**config.mk**
```make
export PLATFORM = sky130hd
export DESIGN_NAME = gpio_test_monitor
export DESIGN_NICKNAME = d
export VERILOG_FILES = /design/src/rtl/gpio_mon_pkg.sv /design/src/rtl/gpio_mon_filter.sv /design/src/rtl/gpio_test_monitor.sv
export SDC_FILE = /design/constraint.sdc
export NUM_CORES = 1
export LEC_CHECK = 0
export CORE_MARGIN = 4
export CORE_UTILIZATION = 50
export CTS_CLUSTER_DIAMETER = 30
export DETAILED_ROUTE_END_ITERATION = 6
export GPL_ROUTABILITY_DRIVEN = 0
export HOLD_SLACK_MARGIN = 0.08
export PLACE_DENSITY = 0.73
export SYNTH_ARGS = -nofsm -noshare
export SYNTH_HDL_FRONTEND = slang
export SYNTH_SLANG_ARGS = --single-unit
```
**constraint.sdc**
```tcl
create_clock -name clk -period 5.45 [get_ports clk]
set_clock_uncertainty 0.05 [all_clocks]
set_input_delay 1.09 -clock clk [delete_from_list [all_inputs] [get_ports clk]]
set_output_delay 1.09 -clock clk [all_outputs]
set_load 0.005 [all_outputs]
```
**src/rtl/gpio_mon_pkg.sv**
```systemverilog
// gpio_mon_pkg: shared types and constants for the GPIO test-status monitor.
//   run_state_e  : monitor verdict state (IDLE, RUN, PASS, FAIL)
//   DEF_*_TAG    : default tag bytes for start and result codes
//   TAG/MASK/RES : bit positions of the code fields on the GPIO bus
package gpio_mon_pkg;

    typedef enum logic [1:0] {
        ST_IDLE = 2'd0,
        ST_RUN  = 2'd1,
        ST_PASS = 2'd2,
        ST_FAIL = 2'd3
    } run_state_e;

    localparam logic [7:0] DEF_START_TAG  = 8'hA0;
    localparam logic [7:0] DEF_RESULT_TAG = 8'hAB;

    localparam int TAG_HI  = 15;
    localparam int TAG_LO  = 8;
    localparam int MASK_HI = 7;
    localparam int MASK_LO = 1;
    localparam int RES_BIT = 0;

endpackage

```
**src/rtl/gpio_mon_filter.sv**
```systemverilog
// gpio_mon_filter: synchronises the asynchronous GPIO bus and accepts a value
// once it has been seen unchanged for STABLE_CYC consecutive samples and it
// differs from the previously accepted value.
// Ports:
//   clk, reset  : clock, asynchronous active-high reset
//   gpio        : raw bus, asynchronous to clk
//   acc_valid   : high for one cycle when a new value is accepted
//   acc_code    : value being accepted (valid with acc_valid)
module gpio_mon_filter #(
    parameter int GPIO_W     = 16,
    parameter int STABLE_CYC = 2
) (
    input  logic              clk,
    input  logic              reset,
    input  logic [GPIO_W-1:0] gpio,
    output logic              acc_valid,
    output logic [GPIO_W-1:0] acc_code
);

    localparam int CNT_W = $clog2(STABLE_CYC + 1);

    logic [GPIO_W-1:0] sync1, sync2, samp, last_acc;
    logic              last_vld;
    logic [CNT_W-1:0]  stab_cnt;

    always_ff @(posedge clk or posedge reset) begin
        if (reset) begin
            sync1    <= '0;
            sync2    <= '0;
            samp     <= '0;
            last_acc <= '0;
            last_vld <= 1'b0;
            stab_cnt <= '0;
        end else begin
            sync1 <= gpio;
            sync2 <= sync1;
            samp  <= sync2;
            // A change restarts the run at one sample; the count saturates.
            if (sync2 != samp)
                stab_cnt <= CNT_W'(1);
            else if (stab_cnt != CNT_W'(STABLE_CYC))
                stab_cnt <= stab_cnt + CNT_W'(1);
            if (acc_valid) begin
                last_acc <= samp;
                last_vld <= 1'b1;
            end
        end
    end

    // Driven only from registers; the consumer registers it again, so the
    // accept pulse lasts one cycle because last_acc catches up on that edge.
    assign acc_valid = (stab_cnt == CNT_W'(STABLE_CYC)) && (!last_vld || (samp != last_acc));
    assign acc_code  = samp;

endmodule

```
**src/rtl/gpio_test_monitor.sv**
```systemverilog
// gpio_test_monitor: decodes firmware test-status codes written on a GPIO bus
// and keeps a sticky verdict with per-test start/pass/fail tracking.
// Optional watchdog built only when GPIO_MON_TIMEOUT_EN is defined; otherwise
// timeout is tied low and IDLE/RUN wait indefinitely.
// Ports:
//   clk, reset        : clock, asynchronous active-high reset
//   gpio              : monitored bus (bits above 15 are carried, not decoded)
//   run_state         : 0 IDLE, 1 RUN, 2 PASS, 3 FAIL
//   started/passed/failed : sticky per-test flags
//   evt_valid/evt_code: one-cycle pulse and held code per recognised code
//   err_proto         : sticky protocol error
//   timeout           : sticky watchdog expiry
module gpio_test_monitor
    import gpio_mon_pkg::*;
#(
    parameter int         GPIO_W      = 16,
    parameter int         N_TESTS     = 3,
    parameter int         FINAL_TEST  = 0,
    parameter logic [7:0] START_TAG   = DEF_START_TAG,
    parameter logic [7:0] RESULT_TAG  = DEF_RESULT_TAG,
    parameter int         STABLE_CYC  = 2,
    parameter int         TIMEOUT_CYC = 30000
) (
    input  logic               clk,
    input  logic               reset,
    input  logic [GPIO_W-1:0]  gpio,
    output logic [1:0]         run_state,
    output logic [N_TESTS-1:0] started,
    output logic [N_TESTS-1:0] passed,
    output logic [N_TESTS-1:0] failed,
    output logic               evt_valid,
    output logic [GPIO_W-1:0]  evt_code,
    output logic               err_proto,
    output logic               timeout
);

    if (GPIO_W < 16)                           begin : g_chk_w   $error("GPIO_W must be >= 16"); end
    if (N_TESTS < 1 || N_TESTS > 7)            begin : g_chk_n   $error("N_TESTS must be 1..7"); end
    if (FINAL_TEST < 0 || FINAL_TEST >= N_TESTS) begin : g_chk_f $error("FINAL_TEST out of range"); end
    if (STABLE_CYC < 1)                        begin : g_chk_s   $error("STABLE_CYC must be >= 1"); end
    if (TIMEOUT_CYC < 2)                       begin : g_chk_t   $error("TIMEOUT_CYC must be >= 2"); end

    logic              acc_valid;
    logic [GPIO_W-1:0] acc_code;

    gpio_mon_filter #(
        .GPIO_W    (GPIO_W),
        .STABLE_CYC(STABLE_CYC)
    ) u_filter (
        .clk      (clk),
        .reset    (reset),
        .gpio     (gpio),
        .acc_valid(acc_valid),
        .acc_code (acc_code)
    );

    // ---- decode ----
    logic [7:0]         tag;
    logic [6:0]         mask;
    logic               res;
    logic               is_start, is_evt, mask_ok, wd_expire, frozen;
    logic [N_TESTS-1:0] sel;

    assign tag      = acc_code[TAG_HI:TAG_LO];
    assign mask     = acc_code[MASK_HI:MASK_LO];
    assign res      = acc_code[RES_BIT];
    assign sel      = mask[N_TESTS-1:0];
    assign is_start = (tag == START_TAG);
    assign is_evt   = acc_valid && (is_start || (tag == RESULT_TAG));
    // Exactly one mask bit, and it must select an implemented test.
    assign mask_ok  = $onehot(mask) && ((mask >> N_TESTS) == 7'd0);

    run_state_e         state, state_n;
    logic [N_TESTS-1:0] started_n, passed_n, failed_n;
    logic               err_n, timeout_n;

    assign frozen    = (state == ST_PASS) || (state == ST_FAIL);
    assign run_state = state;

    // ---- watchdog ----
`ifdef GPIO_MON_TIMEOUT_EN
    localparam int WD_W = $clog2(TIMEOUT_CYC);
    logic [WD_W-1:0] wd_cnt;

    assign wd_expire = (wd_cnt == WD_W'(TIMEOUT_CYC - 1));

    always_ff @(posedge clk or posedge reset) begin
        if (reset)
            wd_cnt <= '0;
        else if (is_evt)
            wd_cnt <= '0;
        else if (!frozen && !wd_expire)
            wd_cnt <= wd_cnt + WD_W'(1);
    end
`else
    assign wd_expire = 1'b0;
`endif

    // ---- next state ----
    always_comb begin
        state_n   = state;
        started_n = started;
        passed_n  = passed;
        failed_n  = failed;
        err_n     = err_proto;
        timeout_n = timeout;
        if (!frozen) begin
            // An event in the expiry cycle takes priority over the watchdog.
            if (is_evt) begin
                if (!mask_ok) begin
                    err_n = 1'b1;
                end else if (is_start) begin
                    if ((started & sel) != '0) err_n = 1'b1;
                    started_n = started | sel;
                    if (state == ST_IDLE) state_n = ST_RUN;
                end else begin
                    if ((started & sel) == '0) err_n = 1'b1;
                    if (res) begin
                        passed_n = passed | sel;
                        if (sel[FINAL_TEST]) state_n = ST_PASS;
                    end else begin
                        failed_n = failed | sel;
                        state_n  = ST_FAIL;
                    end
                end
            end else if (wd_expire) begin
                timeout_n = 1'b1;
                state_n   = ST_FAIL;
            end
        end
    end

    always_ff @(posedge clk or posedge reset) begin
        if (reset) begin
            state     <= ST_IDLE;
            started   <= '0;
            passed    <= '0;
            failed    <= '0;
            err_proto <= 1'b0;
            timeout   <= 1'b0;
            evt_valid <= 1'b0;
            evt_code  <= '0;
        end else begin
            state     <= state_n;
            started   <= started_n;
            passed    <= passed_n;
            failed    <= failed_n;
            err_proto <= err_n;
            timeout   <= timeout_n;
            evt_valid <= is_evt;
            if (is_evt) evt_code <= acc_code;
        end
    end

endmodule

```
==> results.py <==
metrics = {
    "sta": {
        "slew_violations": 0,
        "timing.slew.headroom_pct": 34.8,
        "period_share_pct": 75.1,
        "fmax_mhz": 244,
        "rsz0062_at_grt": "no",
        "layout_min_cycle_time_ps": 4100,
        "worst-slew-pin-transition_ps": 977,
        "setup_violations_final": 0,
        "postLayoutSetupSlackWorst_ps": 1350,
        "finalHoldViolCount": 0,
        "finalSetupTns_ps": 0,
    },
    "grt": {
        "grt_max_degree": 60,
        "grt_first_pass_wirelength_um": 10200,
        "grt_overflow_total": 0,
        "antenna_found_initial": 0,
        "grt_pass1_vias": 2081,
        "globalRouteTotalUtil_pct": 15.3,
    },
    "clock_network": {
        "cts_made_buffers": 9,
        "clock_tree.root_cell": "sky130_fd_sc_hd__clkbuf_8",
        "post_cts_hold_buffer_count": 0,
        "cts_sinks": 96,
        "clock_tree.htree_level_count": 3,
        "cts_resized": 0,
        "cts.path.max_buffers": 2,
        "cts_tree": "done",
        "clock_latency_ps": 350,
        "path_clk_slew_ps": 90,
        "post-cts-setup-buffers": 0,
    },
    "synthesis": {
        "netlist.top_cell.by_area": "sky130_fd_sc_hd__dfrtp_1",
        "async_reset_ff_share_pct": 100,
        "synthesis.instances": 246,
        "yosys_warnings": 0,
        "avgSynthCellArea_um2": 14.9,
        "synth_mux_area_share_pct": 8.72,
        "synth.net_count": 269,
        "combinational_family_with_the_most_area_after_synthesis": "multiplexers",
        "synth_fa_ha_area_share_pct": 2.53,
        "synth_flop_type": "sky130_fd_sc_hd__dfrtp_1",
        "netlist.area_leader.share_pct": 65.6,
        "post_synth_num_cell_types": 42,
        "basic_gate_share_of_the_synthesized_area_counting_and_or_nand_and_nor_cells_pct": 6.22,
        "synth_area_mm2": 0.00366,
        "synth_edf_count": 0,
        "ys_ff_latch": 96,
        "synth.top_cells.by_area": "sky130_fd_sc_hd__dfrtp_1 (66%), sky130_fd_sc_hd__mux2_2 (7.1%), sky130_fd_sc_hd__xnor2_1 (4.3%), sky130_fd_sc_hd__xor2_1 (3.8%), sky130_fd_sc_hd__fa_1 (2.2%)",
        "synth_sequential_area_ratio_pct": 65.6,
        "synth_xor_area_share_pct": 8.14,
        "synth_compound_area_share_pct": 5.13,
    },
    "power": {
        "power.share.combinational_pct": 4.7,
        "leakagePower_nw": 2.06,
        "power-per-cell-area_mw_per_mm2": 292,
        "seqPwrFrac_pct": 58.4,
        "internal_power_uw": 997,
        "switchingPower_uw": 283,
        "irDropWorstVdd_uv": 165,
        "switching_share_pct": 22.1,
        "clock_network_fraction_of_design_power_pct": 36.8,
    },
    "floorplan": {
        "die_area_mm2": 0.00875,
        "core_ar_mm2": 0.00694,
        "dieWidth_um": 93.6,
        "io-pin-count": 48,
        "num_rows": 30,
        "initial_utilization_pct": 52.7,
        "dieHeight_um": 93.6,
    },
    "worst_setup_path": {
        "critPathRequiredTime_ps": 5640,
        "setup.worst_path.start_class": "flop",
        "timing.critical_path.cells": "inv_1 -> fa_1 -> fa_1 -> fa_1 -> inv_1 -> fa_1 -> nor4_1 -> nand4_1 -> nor3b_2 -> o211ai_2 -> o41ai_1",
        "critical_path_class": "reg2reg",
        "worst_path_most_repeated_cell": "sky130_fd_sc_hd__fa_1",
        "worst-path-max-fanout": 10,
        "crit_buf_inv": 2,
        "worst-r2r-setup-slack_ps": 1350,
        "critical_path_arrival_ps": 4280,
        "cp-end-kind": "flop",
        "cp_slowest_stage_delay_ps": 580,
        "category_of_cells_accounting_for_the_largest_share_of_critical_path_delay": "adder cells",
        "crit_slowest_cell": "sky130_fd_sc_hd__fa_1",
    },
    "job": {
        "max_cap_violations": 0,
    },
    "placed_design": {
        "post-dp-hpwl_um": 4250,
        "buffer_ports.inserted": 46,
        "dp_slack_ps": 1380,
    },
    "routing": {
        "route.detailed.drc": 0,
        "drtAntennaViolNets": 0,
        "route.detailed.wl_per_inst_um": 15.2,
        "drt-initial-drc-count": 75,
        "routed_via_density": 5.04,
        "finalWirelength_um": 6000,
        "route.vias.total": 1991,
        "drt_first_pass_iters": 4,
    },
    "layout": {
        "ff_latch_area_mm2": 0.00240,
        "post_synthesis_to_final_layout_area_growth_pct": 19.9,
        "drive_above_1_share_pct": 17.7,
        "number_of_inserted_diodes": 0,
        "nets": 317,
        "footprint_of_the_multi_input_gates_mm2": 0.00113,
        "filler_cell_count": 531,
    },
    "run_status": {
        "status": "completed",
    },
    "worst_hold_path": {
        "worst_hold_path_type": "reg2reg",
    },
}
==> cell families (layout without fill, tap and decap cells) <==
family	after synthesis	after routing
adder cells (fa/ha/maj)	5	5
other	1	1
multiplexers	27	27
buffers and inverters	26	79
AND/OR/NAND/NOR	36	36
flip-flops	96	96
AO/OA/AOI/OAI	21	21
XOR/XNOR	34	34
==> synthesized netlist by cell type, types with 2 or more instances <==
cell type / instances
sky130_fd_sc_hd__dfrtp_1: 96
sky130_fd_sc_hd__mux2_2: 23
sky130_fd_sc_hd__xnor2_1: 18
sky130_fd_sc_hd__inv_1: 16
sky130_fd_sc_hd__xor2_1: 16
sky130_fd_sc_hd__nand2_1: 6
sky130_fd_sc_hd__o21bai_1: 6
sky130_fd_sc_hd__and2_1: 5
sky130_fd_sc_hd__nand4_1: 5
sky130_fd_sc_hd__fa_1: 4
sky130_fd_sc_hd__mux2_4: 4
sky130_fd_sc_hd__nand3_1: 4
sky130_fd_sc_hd__nor4_1: 4
sky130_fd_sc_hd__clkbuf_1: 3
sky130_fd_sc_hd__o41ai_1: 3
sky130_fd_sc_hd__and3_1: 2
sky130_fd_sc_hd__buf_1: 2
sky130_fd_sc_hd__buf_6: 2
sky130_fd_sc_hd__nand2b_1: 2
sky130_fd_sc_hd__nor3_1: 2
sky130_fd_sc_hd__o211a_1: 2
==> power by group through the flow <==
stage | Combinational, mW | Clock [mW] | Sequential, mW
floorplan | 0.0450 | 0 | 0.754
global placement | 0.0595 | 0 | 0.761
detailed placement | 0.0621 | 0 | 0.763
CTS | 0.0625 | 0.487 | 0.748
global route | 0.0691 | 0.519 | 0.751
finish | 0.0604 | 0.472 | 0.748
==> layout make-up <==
type	instances	area share, %
Multi-Input combinational cell	124	25.7
Clock buffer	12	3.54
Timing Repair Buffer	47	10.7
Inverter	16	1.40
Clock inverter	4	1.20
Tap cell	96	2.74
Sequential cell	96	54.7
==> registers in the layout, indices dropped and copies added (netlist names) <==
register / count
err_proto: 1
evt_valid: 1
u_filter.sync2: 16
failed: 3
evt_code: 16
u_filter.sync1: 16
run_state: 2
u_filter.stab_cnt: 2
passed: 3
u_filter.acc_code: 16
u_filter.last_acc: 16
started: 3
u_filter.last_vld: 1
==> final timing paths <==
path | startpoint | end | cells after the start
worst max-delay path | u_filter.acc_code[1]$_DFF_PP0_ | failed[1]$_DFFE_PP0P_ | 11
worst min-delay path | u_filter.sync1[3]$_DFF_PP0_ | u_filter.sync2[3]$_DFF_PP0_ | 0
worst max register to register | u_filter.acc_code[1]$_DFF_PP0_ | failed[1]$_DFFE_PP0P_ | 11
worst min register to register | u_filter.sync1[3]$_DFF_PP0_ | u_filter.sync2[3]$_DFF_PP0_ | 0
max in group asynchronous | reset | u_filter.stab_cnt[1]$_DFFE_PP0P_ | 3
min in group asynchronous | reset | u_filter.sync1[10]$_DFF_PP0_ | 2
==> metrics by stage <==
step	total power, mW	std cells	hold WS (ps)	util (%)	cell area [um^2]
CTS	1.30	395	305	63.2	4390
global route	1.34	395	313	63.2	4390
floorplan	0.799	246	281	-	3660
global placement	0.821	379	281	60.2	4180
detailed placement	0.825	379	285	60.2	4180
finish	1.28	395	302	63.2	4390
==> cell usage in the layout, fill, tap and decap left out, types with 2 or more instances in the layout <==
master	netlist	layout
sky130_fd_sc_hd__xor2_1	16	16
sky130_fd_sc_hd__fa_1	4	4
sky130_fd_sc_hd__clkinv_2	0	2
sky130_fd_sc_hd__and2_1	5	5
sky130_fd_sc_hd__o41ai_1	3	3
sky130_fd_sc_hd__nand3_1	4	4
sky130_fd_sc_hd__nand2b_1	2	2
sky130_fd_sc_hd__o211a_1	2	2
sky130_fd_sc_hd__clkdlybuf4s50_1	0	46
sky130_fd_sc_hd__mux2_2	23	23
sky130_fd_sc_hd__xnor2_1	18	18
sky130_fd_sc_hd__and3_1	2	2
sky130_fd_sc_hd__nand4_1	5	5
sky130_fd_sc_hd__o21bai_1	6	6
sky130_fd_sc_hd__nor3_1	2	2
sky130_fd_sc_hd__inv_1	16	15
sky130_fd_sc_hd__nor4_1	4	4
sky130_fd_sc_hd__dfrtp_1	96	96
sky130_fd_sc_hd__nand2_1	6	6
sky130_fd_sc_hd__mux2_4	4	4
sky130_fd_sc_hd__clkinv_4	0	2
sky130_fd_sc_hd__clkbuf_8	0	11
==> routing by layer <==
layer	wire length, um	global-route usage (%)
met1	2720	20.5
met2	2890	24.2
met3	282	2.98
met4	104	6.86
met5	0	0
Note: power is estimated with default switching activity, not from simulation.
